[config.mk]
export PLATFORM = sky130hd
export DESIGN_NAME = inst_fetch_unit
export DESIGN_NICKNAME = d
export VERILOG_FILES = /design/src/rtl/cpu_pkg.sv /design/src/rtl/fetch_fifo.sv /design/src/rtl/inst_fetch_unit.sv
export SDC_FILE = /design/constraint.sdc
export NUM_CORES = 1
export LEC_CHECK = 0
export BUFFER_PORTS_ARGS = -buffer_cell sky130_fd_sc_hd__clkbuf_2
export CAP_MARGIN = 20
export CORE_MARGIN = 5
export CORE_UTILIZATION = 63
export DETAILED_ROUTE_END_ITERATION = 7
export PLACE_DENSITY = 0.85
export SLEW_MARGIN = 30
export SYNTH_ARGS = -nofsm -noshare
export SYNTH_HDL_FRONTEND = slang
export SYNTH_SLANG_ARGS = --single-unit
[constraint.sdc]
create_clock -name clka -period 7.7 [get_ports clka]
set_input_delay 1.155 -clock clka [delete_from_list [all_inputs] [get_ports clka]]
set_output_delay 1.155 -clock clka [all_outputs]
set_load 0.005 [all_outputs]
[src/rtl/cpu_pkg.sv]
`default_nettype none
// ============================================================================
// Module      : cpu_pkg
// Description : Shared word widths, reset address and fetch-entry type for the
//               instruction fetch front end.
// Revision    : 1.0  initial release
// ============================================================================
package cpu_pkg;

    localparam int WORD_W      = 32;
    localparam int INSTR_BYTES = 4;

    localparam logic [WORD_W-1:0] RESET_PC_DEFAULT = 32'h0000_0000;

    typedef struct packed {
        logic [WORD_W-1:0] pc;
        logic [WORD_W-1:0] instr;
    } fetch_entry_t;

    function automatic logic [WORD_W-1:0] next_pc(input logic [WORD_W-1:0] pc);
        return pc + WORD_W'(INSTR_BYTES);
    endfunction

    function automatic logic [WORD_W-1:0] word_align(input logic [WORD_W-1:0] pc);
        return pc & ~(WORD_W'(INSTR_BYTES - 1));
    endfunction

endpackage
`default_nettype wire

[src/rtl/fetch_fifo.sv]
`default_nettype none
// ============================================================================
// Module      : fetch_fifo
// Description : Prefetch buffer of {pc, instr} entries with one-cycle flush.
// Revision    : 1.0  initial release
// ============================================================================
module fetch_fifo
    import cpu_pkg::*;
#(
    parameter int DEPTH = 4
) (
    input  logic                   clk,
    input  logic                   rst,
    input  logic                   push,
    input  logic                   pop,
    input  logic                   flush,
    input  fetch_entry_t           push_data,
    output fetch_entry_t           head,
    output logic                   empty,
    output logic [$clog2(DEPTH):0] count
);

    localparam int PTR_W = $clog2(DEPTH);

    logic [PTR_W:0] r_wr_ptr;
    logic [PTR_W:0] r_rd_ptr;
    fetch_entry_t   r_mem [DEPTH];

    logic w_full;
    logic w_push_en;
    logic w_pop_en;

    // Pointers carry one extra wrap bit so the difference is the occupancy.
    assign count     = r_wr_ptr - r_rd_ptr;
    assign empty     = (count == '0);
    assign w_full    = (count == (PTR_W + 1)'(DEPTH));
    assign w_push_en = push && !w_full;
    assign w_pop_en  = pop && !empty;
    assign head      = r_mem[r_rd_ptr[PTR_W-1:0]];

    always_ff @(posedge clk) begin
        if (rst) begin
            r_wr_ptr <= '0;
            r_rd_ptr <= '0;
            for (int i = 0; i < DEPTH; i++) begin
                r_mem[i] <= '0;
            end
        end else if (flush) begin
            r_wr_ptr <= '0;
            r_rd_ptr <= '0;
        end else begin
            if (w_push_en) begin
                r_mem[r_wr_ptr[PTR_W-1:0]] <= push_data;
                r_wr_ptr                   <= r_wr_ptr + 1'b1;
            end
            if (w_pop_en) begin
                r_rd_ptr <= r_rd_ptr + 1'b1;
            end
        end
    end

    a_no_push_when_full: assert property (@(posedge clk) disable iff (rst) !(push && w_full));

endmodule
`default_nettype wire

[src/rtl/inst_fetch_unit.sv]
`default_nettype none
// ============================================================================
// Module      : inst_fetch_unit
// Description : Fetch PC, imem request issue and prefetch buffering with
//               redirect flush, feeding the datapath over valid/ready.
// Revision    : 1.0  initial release
// ============================================================================
module inst_fetch_unit
    import cpu_pkg::*;
#(
    parameter int                DEPTH    = 4,
    parameter logic [WORD_W-1:0] RESET_PC = RESET_PC_DEFAULT
) (
    input  logic              clka,
    input  logic              rst,
    output logic              imem_en,
    output logic [WORD_W-1:0] imem_addr,
    input  logic [WORD_W-1:0] imem_rdata,
    input  logic              redirect,
    input  logic [WORD_W-1:0] redirect_pc,
    output logic              out_valid,
    input  logic              out_ready,
    output logic [WORD_W-1:0] out_instr,
    output logic [WORD_W-1:0] out_pc
);

    localparam int CNT_W = $clog2(DEPTH) + 1;

    logic [WORD_W-1:0] r_fetch_pc;
    logic [WORD_W-1:0] r_inflight_pc;
    logic              r_inflight;

    logic [CNT_W-1:0]  w_count;
    logic [CNT_W-1:0]  w_occupancy;
    logic              w_empty;
    logic              w_issue;
    logic              w_kill;
    logic              w_push;
    logic              w_pop;
    fetch_entry_t      w_push_data;
    fetch_entry_t      w_head;

    // Reserve a slot for every outstanding read so a return can always be pushed.
    assign w_occupancy = w_count + CNT_W'(r_inflight);
    assign w_issue     = !rst && !redirect && (w_occupancy < CNT_W'(DEPTH));
    assign w_kill      = redirect;
    assign w_push      = r_inflight && !w_kill;
    assign w_pop       = out_ready && !w_empty;
    assign w_push_data = '{pc: r_inflight_pc, instr: imem_rdata};

    assign imem_en   = w_issue;
    assign imem_addr = r_fetch_pc;
    assign out_valid = !w_empty;
    assign out_instr = w_head.instr;
    assign out_pc    = w_head.pc;

    always_ff @(posedge clka) begin
        if (rst) begin
            r_fetch_pc    <= word_align(RESET_PC);
            r_inflight_pc <= '0;
            r_inflight    <= 1'b0;
        end else begin
            r_inflight <= w_issue;
            if (redirect) begin
                r_fetch_pc <= word_align(redirect_pc);
            end else if (w_issue) begin
                r_fetch_pc    <= next_pc(r_fetch_pc);
                r_inflight_pc <= r_fetch_pc;
            end
        end
    end

    fetch_fifo #(
        .DEPTH (DEPTH)
    ) u_fetch_fifo (
        .clk       (clka),
        .rst       (rst),
        .push      (w_push),
        .pop       (w_pop),
        .flush     (redirect),
        .push_data (w_push_data),
        .head      (w_head),
        .empty     (w_empty),
        .count     (w_count)
    );

    a_occupancy_bound: assert property (@(posedge clka) disable iff (rst)
        w_occupancy <= CNT_W'(DEPTH));

endmodule
`default_nettype wire
==> results.toml <==
[status]
status = "finished clean"

[final_layout]
drive_gt1_share_pct = 26.0
nets = 1204
fin_util_pct = 73.4
multi_input_area_mm2 = 0.00473
nFillCells = 1372
seq_area_mm2 = 0.00884
antenna_cells = 0
areaGrowthSynthToFinish_pct = 15.5

[timing]
slew_headroom_pct = 29.1
rsz0062_at_grt = "no"
setup_viol = 0
tightest_slew_ps = 1050
fin_crit_ps = 4430
hold_viol_final = 0
period_share_pct = 57.5
whs_ps = 512
fin_tns_setup_ps = 0
fin_ws_ps = 3270
slew_violations = 0
max_freq_ghz = 0.226
finClkSkew_ps = 7.65

[floorplanning]
initial_core_util_pct = 63.6
core_area_mm2 = 0.0217
io_pins = 166
die_area_mm2 = 0.0249
die_y_um = 158
fp.dieW_um = 158
rows = 54

[min_path]
hp-class = "reg2reg"

[cts]
clock-sinks = 317
numCtsBuffers = 31
path_clk_slew_ps = 60
cts_tree = "built"
cts_setup_buffers = 0
root_buffer = "clkbuf_16"
cts_hold_buf = 0
cts_max_level = 1
cts_buffer_depth = 3
cts_resized = 0
clk_latency_ps = 540

[placement]
dpl_worst_slack_ps = 3350
dp_hpwl_um = 17000
gp_congestion = 0.788
io_buffer_count = 159

[power]
power_density_mw_per_mm2 = 227
p_int_mw = 2.85
clock_power_share_pct = 40.7
switchingPower_mw = 0.767
switching_share_pct = 21.2
ir_drop_v = 0.000147
total_power_mw = 3.62
p_leak_nw = 5.91
seq_power_share_pct = 54.0
combPwrFrac_pct = 5.2

[route]
vias = 8342
drtIter0Drc = 514
ant_nets = 0
drt_wl_total_um = 28700
drcViolationCount = 0
firstDrtPassIters = 5
wl_per_cell_um = 20.0
via_per_inst = 5.81

[logic_synthesis]
ys.flop_type = "edfxtp_1"
synth_edf_count = 248
syn_area_per_cell_um2 = 13.9
synth-seq-cells = 317
synth_warnings = 0
synth_cells = 990
synth_cell_types = 42
synth-seq-area-share_pct = 64.0
synth_async_sr_flop_share_pct = 0
netlist_area_mm2 = 0.0138

[setup_path]
cpPeakStageDelay_ps = 510
cp-end-kind = "output port"
worstSetupStartpointType = "register"
crit_buf_inv = 3
crit_chain = "inv_1 > ha_1 > fa_1 > nor3b_2 > xnor2_1 > buf_4 > nor2_4 > clkbuf_2"
crit_required_ps = 6550
arrival_ps = 3270
critical_path.max_fanout = 27
critPathTopFamily = "simple AND/OR/NAND/NOR gates"
crit_type = "reg2out"
cp_slowest_cell = "fa_1"

[global_routing]
grtUsageMet3_pct = 3.42
grt_pass1_vias = 8517
antenna_found_initial = 0
grt_max_degree = 67
grt_pass1_wl_um = 45500
grtUsageMet2_pct = 40.0
gr-usage-met1_pct = 31.9
busiest_layer = "met2"
grt_usage_pct = 23.2
grt-ovfl-total = 0

[flow_run]
maxCapViolCount = 0
[cell usage after synthesis (all sizes together) (5+ instances only)]
master | instances | share of area (%)
a211oi | 11 | 0.60
a311oi | 9 | 0.57
a31oi | 8 | 0.36
and2 | 249 | 11
and4 | 6 | 0.38
buf | 11 | 0.41
clkbuf | 56 | 1.5
dfxtp | 69 | 10
edfxtp | 248 | 54
inv | 5 | 0.14
mux4 | 62 | 10
nand2 | 56 | 1.5
nand2b | 29 | 1.3
nand3 | 15 | 0.54
nand4 | 9 | 0.41
nor2 | 30 | 0.82
nor4 | 7 | 0.32
o211ai | 7 | 0.38
o21ai | 37 | 1.3
or3 | 14 | 0.64
or4 | 5 | 0.27
xnor2 | 9 | 0.57
xor2 | 9 | 0.63
[metal layers]
metal	up-vias	share of wire [%]
met3	32	7.3
met4	0	1.5
met5	-	0
met1	4096	41
met2	318	50
li1	3896	-
[layout make-up]
class / instances / area share, %
Clock buffer: 40 / 5.68
Multi-Input combinational cell: 603 / 29.7
Inverter: 6 / 0.141
Clock inverter: 17 / 0.715
Tap cell: 280 / 2.20
Sequential cell: 317 / 55.5
Timing Repair Buffer: 172 / 6.07
[power groups by stage]
| stage | registers [mW] | clock network [mW] | logic, mW |
|---|---|---|---|
| 2_1_floorplan | 1.98 | 0 | 0.105 |
| 3_3_place_gp | 1.99 | 0 | 0.182 |
| 3_5_place_dp | 1.99 | 0 | 0.187 |
| 4_1_cts | 1.96 | 1.50 | 0.189 |
| 5_1_grt | 1.96 | 1.58 | 0.209 |
| 6_report | 1.96 | 1.48 | 0.190 |
[worst reg2reg max path: cells and delay by family, from the launching register on]
kind                       cells  cell delay, ps
AOI/OAI and AO/OA              1             860
xor gates and xnor gates       1             300
adders and majority gates      2             600
buffers and inverters          2             430
DFF                            1             490
and+or+nand+nor                2             590
[cells by family (layout without fill, tap and decap cells)]
group                      count (synthesis)  count (layout)  synth area share (%)
and+or+nand+nor                          429             429                  17.9
DFF                                      317             317                  64.0
AOI/OAI and AO/OA                         83              83                  3.82
buffers and inverters                     73             235                  2.11
muxes                                     63              63                  10.2
xor gates and xnor gates                  19              19                  1.37
adders and majority gates                  5               5                 0.508
other                                      1               4                0.0272
[sequential cells by signal, summed over array words and instances, names as in the netlist, named ones only]
| name | count |
|---|---|
| imem_addr | 30 |
| r_inflight | 1 |
| r_inflight_pc | 30 |
| u_fetch_fifo.r_mem | 248 |
| u_fetch_fifo.r_rd_ptr | 3 |
| u_fetch_fifo.r_wr_ptr | 3 |
[path summary, 6_finish.rpt]
kind | startpoint | endpoint | slack [ps] | depth (start not counted)
setup reg to reg | u_fetch_fifo.r_wr_ptr[0] | u_fetch_fifo.r_mem[1][30] | 4170 | 8
hold reg to reg | r_inflight_pc[8] | r_inflight_pc[8] | 510 | 2
setup / recovery | u_fetch_fifo.r_wr_ptr[0] | imem_en | 3270 | 8
hold / removal | r_inflight_pc[8] | r_inflight_pc[8] | 510 | 2
[per-stage QoR]
stage	instance area, µm²	instances
floorplan	13800	993
global placement	14800	1373
detailed placement	14800	1375
CTS	15900	1432
global route	15900	1435
finish	15900	1435
[placed cells by master, fill, tap and decap left out, types with 8 or more instances in the layout]
cell       Yosys  routed
clkbuf_16      0      34
nand2_1       56      56
o21ai_0       37      37
dfxtp_1       69      67
nand4_1        9       9
or3_1         14      14
nand3_1       15      15
mux4_2        62      62
edfxtp_1     248     248
and2_1       249     249
xor2_1         8       8
nand2b_1      29      29
nor2_1        30      28
a311oi_1       9       9
a31oi_1        8       8
clkbuf_2       1     159
a211oi_1      11      11
xnor2_1        9       9
Power figures use the tool's default switching activity.
